--- config.mk ---
export PLATFORM = sky130hd
export DESIGN_NAME = keypad_scanner
export DESIGN_NICKNAME = d
export VERILOG_FILES = /design/src/rtl/keypad_pkg.sv /design/src/rtl/sync_2ff.sv /design/src/rtl/keypad_scanner.sv
export SDC_FILE = /design/constraint.sdc
export NUM_CORES = 1
export LEC_CHECK = 0
export BUFFER_PORTS_ARGS = -buffer_cell sky130_fd_sc_hd__buf_4
export CORE_ASPECT_RATIO = 1.75
export CORE_UTILIZATION = 50
export CTS_CLUSTER_DIAMETER = 30
export DETAILED_ROUTE_END_ITERATION = 10
export PLACE_DENSITY_LB_ADDON = 0.1
export SYNTH_ARGS = -nofsm -noshare
export SYNTH_HDL_FRONTEND = slang
export SYNTH_SLANG_ARGS = --single-unit
--- constraint.sdc ---
create_clock -name clk -period 2.6 [get_ports clk]
set_input_delay 0.39 -clock clk [delete_from_list [all_inputs] [get_ports clk]]
set_output_delay 0.39 -clock clk [all_outputs]
set_load 0.01 [all_outputs]
--- src/rtl/keypad_pkg.sv ---
// Shared types and helpers for the 4x4 keypad scanner: FSM state encoding,
// key-code constants and the row/column to key-code map.
package keypad_pkg;

   typedef enum logic [1:0] {
      SCAN      = 2'd0,
      DEB_PRESS = 2'd1,
      PRESSED   = 2'd2,
      DEB_REL   = 2'd3
   } state_t;

   // Non-digit key codes; digit keys encode as their own value.
   localparam logic [3:0] KEY_A    = 4'd10;
   localparam logic [3:0] KEY_B    = 4'd11;
   localparam logic [3:0] KEY_C    = 4'd12;
   localparam logic [3:0] KEY_D    = 4'd13;
   localparam logic [3:0] KEY_STAR = 4'd14;
   localparam logic [3:0] KEY_HASH = 4'd15;

   // Column pattern driven right after reset (column 0 low).
   localparam logic [3:0] COL_RESET = 4'b1110;

   // Physical layout:
   //   r0: 1 2 3 A   r1: 4 5 6 B   r2: 7 8 9 C   r3: * 0 # D
   function automatic logic [3:0] keymap(input logic [1:0] row_idx,
                                         input logic [1:0] col_idx);
      logic [3:0] code;
      case ({row_idx, col_idx})
         4'b00_00: code = 4'd1;
         4'b00_01: code = 4'd2;
         4'b00_10: code = 4'd3;
         4'b00_11: code = KEY_A;
         4'b01_00: code = 4'd4;
         4'b01_01: code = 4'd5;
         4'b01_10: code = 4'd6;
         4'b01_11: code = KEY_B;
         4'b10_00: code = 4'd7;
         4'b10_01: code = 4'd8;
         4'b10_10: code = 4'd9;
         4'b10_11: code = KEY_C;
         4'b11_00: code = KEY_STAR;
         4'b11_01: code = 4'd0;
         4'b11_10: code = KEY_HASH;
         default:  code = KEY_D;
      endcase
      return code;
   endfunction

   // Index of the lowest active-low bit; several rows low resolve to the
   // lowest row so a multi-key chord in one column still yields one key.
   function automatic logic [1:0] low_index(input logic [3:0] v);
      logic [1:0] idx;
      if (!v[0])      idx = 2'd0;
      else if (!v[1]) idx = 2'd1;
      else if (!v[2]) idx = 2'd2;
      else            idx = 2'd3;
      return idx;
   endfunction

   // Advance the single low column bit: 1110 -> 1101 -> 1011 -> 0111 -> 1110.
   function automatic logic [3:0] rotate_col(input logic [3:0] c);
      return {c[2:0], c[3]};
   endfunction

endpackage

--- src/rtl/sync_2ff.sv ---
// Two-flop synchronizer for the keypad rows. Resets to all-ones, which is
// the idle (no key) level of the pulled-up, active-low rows.
module sync_2ff #(
   parameter int W = 4
) (
   input  logic         clk,
   input  logic         reset,
   input  logic [W-1:0] d,
   output logic [W-1:0] q
);

   logic [W-1:0] meta;

   // Two back-to-back flops; only q is used downstream.
   always_ff @(posedge clk or posedge reset) begin
      if (reset) begin
         meta <= '1;
         q    <= '1;
      end else begin
         meta <= d;
         q    <= meta;
      end
   end

endmodule

--- src/rtl/keypad_scanner.sv ---
// 4x4 matrix keypad scanner: walks a single low column, debounces the
// press and the release, and presents a key code (tecla) that stays put
// across and after the ready pulse so a downstream FSM can latch it on
// ready fall.
module keypad_scanner
   import keypad_pkg::*;
#(
   parameter int SCAN_DIV     = 16,
   parameter int DEBOUNCE_CNT = 50000
) (
   input  logic       clk,
   input  logic       reset,
   input  logic [3:0] row,
   output logic [3:0] col,
   output logic [3:0] tecla,
   output logic       ready
);

   localparam int DW = $clog2(SCAN_DIV);
   localparam int CW = $clog2(DEBOUNCE_CNT);

   localparam logic [DW-1:0] DWELL_LAST = DW'(SCAN_DIV - 1);
   localparam logic [CW-1:0] CNT_LAST   = CW'(DEBOUNCE_CNT - 1);

   state_t        state;
   logic [3:0]    rs;        // synchronized rows; the only row view used
   logic [DW-1:0] dwell;
   logic [CW-1:0] cnt;
   logic [3:0]    cap_rs;    // row pattern seen at dwell end
   logic [1:0]    cap_row;
   logic [1:0]    cap_col;
   logic          rs_idle;
   logic          cnt_done;

   sync_2ff #(.W(4)) u_sync (
      .clk   (clk),
      .reset (reset),
      .d     (row),
      .q     (rs)
   );

   // Shared decode of the row view and debounce terminal count.
   always_comb begin
      rs_idle  = (rs == 4'hF);
      cnt_done = (cnt == CNT_LAST);
   end

   // Scan / debounce FSM. tecla is written only on press acceptance, so it
   // is steady for the whole ready pulse and on the edge where ready drops.
   // The counters never pass their terminal value: dwell clears at
   // DWELL_LAST and cnt only increments below CNT_LAST.
   always_ff @(posedge clk or posedge reset) begin
      if (reset) begin
         state   <= SCAN;
         col     <= COL_RESET;
         dwell   <= '0;
         cnt     <= '0;
         tecla   <= 4'd0;
         ready   <= 1'b0;
         cap_rs  <= 4'hF;
         cap_row <= 2'd0;
         cap_col <= 2'd0;
      end else begin
         case (state)
            SCAN: begin
               if (dwell == DWELL_LAST) begin
                  dwell <= '0;
                  if (rs_idle) begin
                     col <= rotate_col(col);
                  end else begin
                     // Column stays driven so the debounce sees the same key.
                     cap_rs  <= rs;
                     cap_row <= low_index(rs);
                     cap_col <= low_index(col);
                     cnt     <= '0;
                     state   <= DEB_PRESS;
                  end
               end else begin
                  dwell <= dwell + DW'(1);
               end
            end

            DEB_PRESS: begin
               if (rs != cap_rs) begin
                  // Bounce: restart the dwell on the same column.
                  cnt   <= '0;
                  dwell <= '0;
                  state <= SCAN;
               end else if (cnt_done) begin
                  tecla <= keymap(cap_row, cap_col);
                  ready <= 1'b1;
                  state <= PRESSED;
               end else begin
                  cnt <= cnt + CW'(1);
               end
            end

            PRESSED: begin
               if (rs_idle) begin
                  cnt   <= '0;
                  state <= DEB_REL;
               end
            end

            DEB_REL: begin
               if (!rs_idle) begin
                  cnt   <= '0;
                  state <= PRESSED;
               end else if (cnt_done) begin
                  ready <= 1'b0;
                  col   <= rotate_col(col);
                  dwell <= '0;
                  cnt   <= '0;
                  state <= SCAN;
               end else begin
                  cnt <= cnt + CW'(1);
               end
            end

            default: begin
               state <= SCAN;
            end
         endcase
      end
   end

endmodule

==> results.md, run 1 <==
* Worst-path clk slew at 80 ps
* Crit-path max FO at 27
* RD Place Congestion at 0.844
* Worst-Skew Late Latency at 300 ps
* CP startpoint kind: register
* Final WS setup at 178 ps
* Port buffer count at 14
* Crit path kind: register to register
* Detailed-placement wirelength estimate at 3510 um
* Slew at the pin closest to its max-slew limit at 583 ps
* Die H at 95.8 um
* Vias at 1860
* Worst path cell trace: or4_4 > or4_4 > nor4b_4 > buf_12 > mux2_2
* CP required at 2790 ps
* Initial antenna violation count at 0
* First-pass DRT Iterations at 4
* Sink Count at 47
* Remaining DRCs at 0
* CP max-delay cell: or4_4
* R2R setup slack at 180 ps
* Post-synth cell types at 45
* Die Width at 55.6 um
* Yosys Warn Count at 0
* Syn_area_per_cell at 10.9 um2
* Core ar. at 0.00475 mm2
* Area of the multi-input gates at 0.00116 mm2
* DRT Wirelength at 4880 um
* Number of global-route vias before repair at 1838
* R2R depth at 5
* Mapped Cells at 231
* Worst Setup SP: cnt[7]$_DFFE_PP0P_
* H-tree levels at 2
* CP dominant cell by count: or4_4
* MaxCap Viol Count at 0
* Clk buf depth at 2
* Power, Total at 1.75 mW
* I/O pins at 15
* Post-CTS Setup Bufs at 0
* Status: finished clean
* Post-Route Skew at 7.34 ps
* Fmax at 0.413 GHz
* Worst vdd rail ir drop at 0.517 mV
* CTS tree: built
* Synth Net Count at 244
* Final period utilization at 0.931
* Pins Over Slew Limit at 0
* FF-to-FF End: tecla[0]$_DFFE_PP0P_
* Post-CTS Resized at 0
* Wire length of the first global-routing pass at 8410 um
* Async SR Flop Fraction at 1.00
* Post-Syn Area at 0.00251 mm2
* Endpoints failing setup at 0
* DR iter-0 viols at 53
* Hold Fails Final Rpt at 0
* Seq/Total Area, Yosys at 0.476
* Number of synthesized flops with an enable pin at 0
* Max transition margin at 0.611
* Hold_buf cts at 0
* Number of antenna diodes at 0
* Antenna Nets Post-Route at 0
* Setup TNS at 0 ps
* PD cells at 630 mW/mm2
* CTS root buf: clkbuf_8
* Critical Path Max Stage Delay at 560 ps
* WP depth at 5
* WL per Instance at 15.9 um
* P&R area growth vs syn at 10.7%
* Min Tclk post-route at 2420 ps
* Post-Place Setup Slack at 184 ps
* Min-Delay Path Class: input pin to register
* Cell Rows at 33
* Worst Setup EP: tecla[0]$_DFFE_PP0P_
* Number of fillers in the final layout at 430
* Vias/cell at 6.06
* Register area at 0.00119 mm2
* Num CTS Buffers at 5
* Total gr overflow at 0
* FF-to-FF Start: cnt[7]$_DFFE_PP0P_
* Initial core utilization at 0.529
* Largest net degree at the start of global routing at 48
* Primary FF master, synth: dfrtp_1
* Pleak at 1.18 nW
* Crit path DAT at 2610 ps
* Final net count at 267
* Worst Path Buf+Inv at 1
* Total GRT Usage at 0.208
* RSZ-0062 raised after global routing: false
* Share of cells above drive strength 1 at 0.333
* Synth Register Bits at 47
* Crit end category: register
* CP top delay family: simple AND/OR/NAND/NOR gates
* Die ar. at 0.00532 mm2
-- cells by family (layout without fill, tap and decap cells) --
family	after synthesis	after routing	share of synthesized area
multiplexers	13	13	0.0618
AND/OR/NAND/NOR	75	75	0.189
buffers and inverters	24	48	0.0613
XOR/XNOR	7	7	0.0244
adder cells (fa/ha/maj)	7	7	0.0349
flip-flops	47	47	0.476
AO/OA/AOI/OAI	58	58	0.152
-- worst min path at each step --
stage / to / slack [ps] / from / cells after the start
after detailed placement: u_sync.q[2]$_DFF_PP1_ / 350 / u_sync.meta[2]$_DFF_PP1_ / 0
after global routing: u_sync.meta[0]$_DFF_PP1_ / 180 / row[0] / 1
final: u_sync.meta[1]$_DFF_PP1_ / 200 / row[1] / 1
after global placement: u_sync.q[1]$_DFF_PP1_ / 350 / u_sync.meta[1]$_DFF_PP1_ / 0
after floorplan: u_sync.q[0]$_DFF_PP1_ / 350 / u_sync.meta[0]$_DFF_PP1_ / 0
after CTS: u_sync.meta[2]$_DFF_PP1_ / 180 / row[2] / 1
-- registers in the layout (all words and copies together), names as in the netlist --
register / flops
dwell: 4
cap_row: 2
u_sync.meta: 4
cap_rs: 4
tecla: 4
col: 4
u_sync.q: 4
cnt: 16
cap_col: 2
ready: 1
state: 2
-- synthesized netlist by cell type, types with 3 or more instances --
| library cell | count | share of area |
|---|---|---|
| ha_1 | 7 | 0.035 |
| nand4_1 | 8 | 0.020 |
| inv_1 | 13 | 0.019 |
| xor2_1 | 3 | 0.010 |
| a21oi_1 | 12 | 0.024 |
| nor2_1 | 12 | 0.018 |
| buf_4 | 3 | 0.0090 |
| or4_2 | 10 | 0.035 |
| dfrtp_1 | 32 | 0.32 |
| nand2_1 | 12 | 0.018 |
| o31ai_1 | 9 | 0.027 |
| mux2_2 | 10 | 0.045 |
| xnor2_1 | 4 | 0.014 |
| nand4b_1 | 3 | 0.010 |
| a21oi_2 | 7 | 0.024 |
| buf_6 | 4 | 0.018 |
| o21ai_0 | 16 | 0.032 |
| dfstp_2 | 15 | 0.16 |
| nand3_1 | 13 | 0.026 |
-- report_power, final --
part / total, mW / switching, mW / internal, mW
Combinational: 0.385 / 0.204 / 0.181
Sequential: 0.950 / 0.0977 / 0.853
Clock: 0.416 / 0.227 / 0.189
-- metrics by stage --
stage / utilization / std cells / hold slack (ps) / cell area [um2]
global placement: 0.568 / 299 / 347 / 2700
CTS: 0.586 / 307 / 184 / 2780
finish: 0.586 / 307 / 199 / 2780
global route: 0.586 / 307 / 176 / 2780
detailed placement: 0.568 / 299 / 349 / 2700
floorplan: - / 231 / 345 / 2510
-- metal layers --
layer	vias up	part of all wire	GRT usage
met2	25	0.56	0.388
met5	-	0	0
li1	905	-	-
met3	12	0.019	0.0363
met4	0	0.032	0.115
met1	918	0.39	0.221
-- cell type report --
| cell class | instances | share of cell area |
|---|---|---|
| Inverter | 13 | 0.0176 |
| Clock buffer | 7 | 0.0275 |
| Tap cell | 52 | 0.0234 |
| Clock inverter | 1 | 0.00180 |
| Timing Repair Buffer | 27 | 0.0819 |
| Sequential cell | 47 | 0.430 |
| Multi-Input combinational cell | 160 | 0.418 |
-- cells in the final DEF, fill, tap and decap left out, drive strengths merged, types with 3 or more instances in the layout --
master,instances
a21oi,19
and4,3
buf,27
clkbuf,7
dfrtp,32
dfstp,15
ha,7
inv,13
mux2,10
nand2,12
nand3,13
nand4,8
nand4b,3
nor2,12
o21ai,16
o31ai,10
or4,12
xnor2,4
xor2,3
Note: power is estimated with default switching activity, not from simulation.
==> run 2: changes to the inputs <==
--- a/config.mk
+++ b/config.mk
@@ -7,7 +7,7 @@
 export LEC_CHECK = 0
 export BUFFER_PORTS_ARGS = -buffer_cell sky130_fd_sc_hd__buf_4
 export CORE_ASPECT_RATIO = 1.75
-export CORE_UTILIZATION = 50
+export CORE_UTILIZATION = 54
 export CTS_CLUSTER_DIAMETER = 30
 export DETAILED_ROUTE_END_ITERATION = 10
 export PLACE_DENSITY_LB_ADDON = 0.1
==> run 2 against run 1 <==
- power rose by 0.51%
- worst setup slack worse by 33 ps
- final cell count is 0.33% lower
- hold slack worse by 9.4 ps
- first-iteration DRC count fell by 21%
- die area shrank 7.2%
- sequential share of layout area grew 0.097 points
- critical endpoint unchanged
==> results.md, run 2 (synthesis results as in run 1) <==
* Port buffer count at 14 (unchanged)
* Fmax at 0.407 GHz (was 0.413 GHz)
* Final worst hold slack at 189 ps (was 199 ps)
* Crit path DAT at 2650 ps (was 2610 ps)
* Critical Path Max Stage Delay at 570 ps (was 560 ps)
* RSZ-0062 raised after global routing: false (unchanged)
* Total GRT Usage at 0.229 (was 0.208)
* Max reg flops at 16 (unchanged)
* Crit-path max FO at 27 (unchanged)
* Crit path kind: register to register (unchanged)
* Hold Fails Final Rpt at 0 (unchanged)
* Worst-path clk slew at 90 ps (was 80 ps)
* Antenna Nets Post-Route at 0 (unchanged)
* Largest Register: cnt (unchanged)
* Status: finished clean (unchanged)
* Vias at 1856 (was 1860)
* Vias/cell at 6.07 (was 6.06)
* I/O pins at 15 (unchanged)
* CP dominant cell by count: or4_4 (unchanged)
* Min-Delay Path Class: input pin to register (unchanged)
* MaxCap Viol Count at 0 (unchanged)
* Pint at 1.21 mW (was 1.22 mW)
* Placed cell areas at 0.00269 mm2 (was 0.00270 mm2)
* Share of cells above drive strength 1 at 0.345 (was 0.333)
* Finished Core Util at 0.624 (was 0.586)
* Detailed-placement wirelength estimate at 3540 um (was 3510 um)
* Min Tclk post-route at 2450 ps (was 2420 ps)
* WL per Instance at 15.9 um (about the same)
* Die Width at 53.6 um (was 55.6 um)
* Post-CTS Resized at 0 (unchanged)
* Num CTS Buffers at 5 (unchanged)
* Final net count at 267 (unchanged)
* Reg power frac at 0.543 (about the same)
* Endpoints failing setup at 0 (unchanged)
* Worst vdd rail ir drop at 0.475 mV (was 0.517 mV)
* CTS root buf: clkbuf_8 (unchanged)
* Switching power at 0.548 mW (was 0.529 mW)
* DR iter-0 viols at 42 (was 53)
* Core ar. at 0.00444 mm2 (was 0.00475 mm2)
* Initial core utilization at 0.565 (was 0.529)
* Largest net degree at the start of global routing at 43 (was 48)
* Max transition margin at 0.429 (was 0.611)
* DRT Wirelength at 4880 um (about the same)
* Switch share at 0.311 (was 0.302)
* Worst Path Buf+Inv at 1 (unchanged)
* Logic gate share of total power at 0.208 (was 0.220)
* Clk buf depth at 2 (unchanged)
* Pleak at 1.18 nW (about the same)
* CP required at 2790 ps (about the same)
* Worst-Skew Late Latency at 300 ps (about the same)
* Pins Over Slew Limit at 0 (unchanged)
* Sink Count at 47 (unchanged)
* CP top delay family: simple AND/OR/NAND/NOR gates (unchanged)
* Worst path cell trace: or4_4 > or4_4 > nor4b_4 > buf_12 > mux2_2 (unchanged)
* First-pass DRT Iterations at 4 (unchanged)
* Total gr overflow at 0 (unchanged)
* P&R area growth vs syn at 10.5% (was 10.7%)
* H-tree levels at 2 (unchanged)
* Slew at the pin closest to its max-slew limit at 856 ps (was 583 ps)
* Die ar. at 0.00494 mm2 (was 0.00532 mm2)
* Initial antenna violation count at 0 (unchanged)
* Number of global-route vias before repair at 1833 (was 1838)
* Final instance area at 0.00277 mm2 (was 0.00278 mm2)
* CP max-delay cell: or4_4 (unchanged)
* CTS tree: built (unchanged)
* Setup TNS at 0 ps (unchanged)
* Die H at 92.2 um (was 95.8 um)
* Number of antenna diodes at 0 (unchanged)
* Hold_buf cts at 0 (unchanged)
* Crit end category: register (unchanged)
* Most common cell after layout, fill and taps aside: dfrtp_1 (unchanged)
* CP startpoint kind: register (unchanged)
* Remaining DRCs at 0 (unchanged)
* Most frequent cells in the layout: dfrtp_1 (32), buf_4 (26), o21ai_0 (16) (was dfrtp_1 (32), buf_4 (25), o21ai_0 (16))
* Post-CTS Setup Bufs at 0 (unchanged)
* Final period utilization at 0.944 (was 0.931)
* Post-Route Skew at 5.48 ps (was 7.34 ps)
* Wire length of the first global-routing pass at 8100 um (was 8410 um)
* Cell Rows at 32 (was 33)
* Clock power share at 0.249 (was 0.238)
* RD Place Congestion at 0.799 (was 0.844)
* PD cells at 635 mW/mm2 (was 630 mW/mm2)
-- run 2: changes by cell type in the layout (fill, tap and decap cells not counted) --
cell / delta
buf_12: -1
buf_4: +1
clkbuf_1: -2
inv_4: +2
nor2_1: -1
nor2_2: +1
-- run 2: stage by stage --
stage | cells | power [mW] | setup WS (ps)
floorplan | 231 | 1.26 | 133
global placement | 298 | 1.32 | 209
detailed placement | 298 | 1.34 | 159
CTS | 306 | 1.78 | 144
global route | 306 | 1.87 | 66.4
finish | 306 | 1.76 | 146
-- run 2: routing by layer --
metal / vias to the layer above / global-route usage / share of wire
li1: 896 / - / -
met1: 918 / 0.237 / 0.39
met2: 30 / 0.408 / 0.55
met3: 12 / 0.0464 / 0.025
met4: 0 / 0.112 / 0.037
met5: - / 0 / 0
-- run 2: layout make-up --
type,count,area (um2)
Multi-Input combinational cell,160,1160
Clock buffer,5,68.8
Tap cell,51,63.8
Sequential cell,47,1190
Fill cell,366,1670
Clock inverter,3,17.5
Inverter,13,48.8
Timing Repair Buffer,27,215
-- run 2: power by group through the flow --
stage               clock network [mW]  logic, mW  registers (mW)
floorplan                            0      0.329           0.929
global placement                     0      0.360           0.964
detailed placement                   0      0.371           0.967
CTS                              0.450      0.371           0.954
global route                     0.482      0.417           0.972
finish                           0.439      0.365           0.956
-- run 2: worst paths after layout --
| check | from | endpoint | slack (ps) | depth (start not counted) |
|---|---|---|---|---|
| worst min-delay path | row[2] | u_sync.meta[2]$_DFF_PP1_ | 190 | 1 |
| worst min register to register | u_sync.meta[1]$_DFF_PP1_ | u_sync.q[1]$_DFF_PP1_ | 360 | 0 |
| worst max-delay path | cnt[7]$_DFFE_PP0P_ | tecla[0]$_DFFE_PP0P_ | 150 | 5 |
| worst max register to register | cnt[7]$_DFFE_PP0P_ | tecla[0]$_DFFE_PP0P_ | 150 | 5 |
| max in group asynchronous | reset | cap_rs[3]$_DFFE_PP1P_ | 1620 | 3 |
| min in group asynchronous | reset | cnt[6]$_DFFE_PP0P_ | 260 | 2 |
==> run 3: changes to the inputs <==
--- a/config.mk
+++ b/config.mk
@@ -11,6 +11,7 @@
 export CTS_CLUSTER_DIAMETER = 30
 export DETAILED_ROUTE_END_ITERATION = 10
 export PLACE_DENSITY_LB_ADDON = 0.1
+export REMOVE_ABC_BUFFERS = 1
 export SYNTH_ARGS = -nofsm -noshare
 export SYNTH_HDL_FRONTEND = slang
 export SYNTH_SLANG_ARGS = --single-unit
==> run 3 against run 2 <==
- global-route usage about the same
- combinational power increased by 4%
- sequential share of layout area down 0.35 points
- via count increased by 0.86%
- power about the same
- final cell count rose by 1.3%
- clock skew grew 0.89 ps
==> results.md, run 3 (synthesis results as in run 1) <==
* Status: finished clean (unchanged)
* Hold Fails Final Rpt at 0 (unchanged)
* H-tree levels at 2 (unchanged)
* Remaining DRCs at 0 (unchanged)
* Final worst hold slack at 157 ps (was 189 ps)
* Share of cells above drive strength 1 at 0.344 (was 0.345)
* CP startpoint kind: register (unchanged)
* Fmax at 0.412 GHz (was 0.407 GHz)
* Largest net degree at the start of global routing at 30 (was 43)
* Finished Core Util at 0.629 (was 0.624)
* Total GRT Usage at 0.228 (was 0.229)
* CTS tree: built (unchanged)
* Crit path DAT at 2620 ps (was 2650 ps)
* Hold_buf cts at 0 (unchanged)
* Placed insts at 302 (was 298)
* Post-CTS Resized at 0 (unchanged)
* Max reg flops at 16 (unchanged)
* Post-Place Setup Slack at 175 ps (was 159 ps)
* DRT Wirelength at 4850 um (was 4880 um)
* Die H at 92.2 um (unchanged)
* Crit end category: register (unchanged)
* Worst-path clk slew at 90 ps (about the same)
* RSZ-0062 raised after global routing: false (unchanged)
* Final period utilization at 0.933 (was 0.944)
* First-pass DRT Iterations at 4 (unchanged)
* DR iter-0 viols at 28 (was 42)
* Num CTS Buffers at 5 (unchanged)
* Detailed-placement wirelength estimate at 3570 um (was 3540 um)
* Post-Route Skew at 6.37 ps (was 5.48 ps)
* Endpoints failing setup at 0 (unchanged)
* Final instance area at 0.00280 mm2 (was 0.00277 mm2)
* Initial antenna violation count at 0 (unchanged)
* Post-CTS Setup Bufs at 0 (unchanged)
* Crit path kind: register to register (unchanged)
* Sink Count at 47 (unchanged)
* MaxCap Viol Count at 0 (unchanged)
* Worst vdd rail ir drop at 0.647 mV (was 0.475 mV)
* Non-Filler Instances at 310 (was 306)
* Most common cell after layout, fill and taps aside: dfrtp_1 (unchanged)
* Min-Delay Path Class: input pin to asynchronous set/reset pin (was input pin to register)
* Cell Rows at 32 (unchanged)
* Core ar. at 0.00444 mm2 (unchanged)
* WL per Instance at 15.6 um (was 15.9 um)
* CTS root buf: clkbuf_8 (unchanged)
* Clk buf depth at 2 (unchanged)
* Number of antenna diodes at 0 (unchanged)
* RD Place Congestion at 0.826 (was 0.799)
* Most frequent cells in the layout: dfrtp_1 (32), buf_4 (30), o21ai_0 (16) (was dfrtp_1 (32), buf_4 (26), o21ai_0 (16))
* I/O pins at 15 (unchanged)
* Port buffer count at 14 (unchanged)
* Crit-path max FO at 10 (was 27)
* Total gr overflow at 0 (unchanged)
* Number of global-route vias before repair at 1812 (was 1833)
* Vias at 1872 (was 1856)
* Min Tclk post-route at 2420 ps (was 2450 ps)
* Final WS setup at 175 ps (was 146 ps)
* Initial core utilization at 0.565 (unchanged)
* Wire length of the first global-routing pass at 8270 um (was 8100 um)
* Largest Register: cnt (unchanged)
* Number of fillers in the final layout at 384 (was 366)
* CP required at 2790 ps (about the same)
* Antenna Nets Post-Route at 0 (unchanged)
* Slew at the pin closest to its max-slew limit at 605 ps (was 856 ps)
* Pleak at 1.20 nW (was 1.18 nW)
* Max transition margin at 0.596 (was 0.429)
* Placed cell areas at 0.00272 mm2 (was 0.00269 mm2)
* Final net count at 271 (was 267)
* PD cells at 629 mW/mm2 (was 635 mW/mm2)
* Die Width at 53.6 um (unchanged)
* Pins Over Slew Limit at 0 (unchanged)
* Worst-Skew Late Latency at 300 ps (about the same)
* P&R area growth vs syn at 11.4% (was 10.5%)
* Die ar. at 0.00494 mm2 (unchanged)
* Vias/cell at 6.04 (was 6.07)
## run 3: cell types whose count changed in the layout (fill, tap and decap cells not counted)
cell      change
nor2_2        -1
inv_4         -2
nor2_1        +1
clkbuf_1      +2
buf_4         +4
## run 3: final cells by class
cell class / instances / area, um2 / area share
Clock buffer: 7 / 76.3 / 0.0273
Clock inverter: 1 / 5.00 / 0.00179
Inverter: 13 / 48.8 / 0.0174
Multi-Input combinational cell: 160 / 1160 / 0.416
Sequential cell: 47 / 1190 / 0.427
Tap cell: 51 / 63.8 / 0.0228
Timing Repair Buffer: 31 / 245 / 0.0877
## run 3: metal layers
| layer | up-vias | GRT usage | share of wire |
|---|---|---|---|
| met5 | - | 0 | 0 |
| met4 | 0 | 0.101 | 0.034 |
| met3 | 12 | 0.0381 | 0.023 |
| met2 | 29 | 0.397 | 0.54 |
| met1 | 923 | 0.260 | 0.40 |
| li1 | 908 | - | - |
## run 3: through the flow
step,TNS [ps],power (mW)
6_report,0,1.76
5_1_grt,0,1.87
4_1_cts,0,1.79
3_5_place_dp,0,1.35
3_3_place_gp,0,1.34
2_1_floorplan,-1970,1.23
## run 3: power breakdown
| part | internal, mW | switching [mW] | total [mW] |
|---|---|---|---|
| Combinational | 0.182 | 0.198 | 0.380 |
| Clock | 0.189 | 0.237 | 0.426 |
| Sequential | 0.853 | 0.101 | 0.954 |
| Total | 1.22 | 0.536 | 1.76 |
## run 3: final timing paths
kind | to | startpoint | cells after the start | slack (ps)
hold reg to reg | u_sync.q[0]$_DFF_PP1_ | u_sync.meta[0]$_DFF_PP1_ | 0 | 360
setup / recovery | tecla[0]$_DFFE_PP0P_ | cnt[7]$_DFFE_PP0P_ | 5 | 180
setup reg to reg | tecla[0]$_DFFE_PP0P_ | cnt[7]$_DFFE_PP0P_ | 5 | 180
min in group clk | u_sync.meta[2]$_DFF_PP1_ | row[2] | 1 | 190
max in group asynchronous | col[3]$_DFFE_PP1P_ | reset | 3 | 1780
hold / removal | cnt[2]$_DFFE_PP0P_ | reset | 2 | 160
## run 3: critical path, stage by stage, from the launching register on
cell and delay (ps):
dfrtp_1 380, or4_4 540, or4_4 560, nor4b_4 270, buf_4 230, mux2_2 340
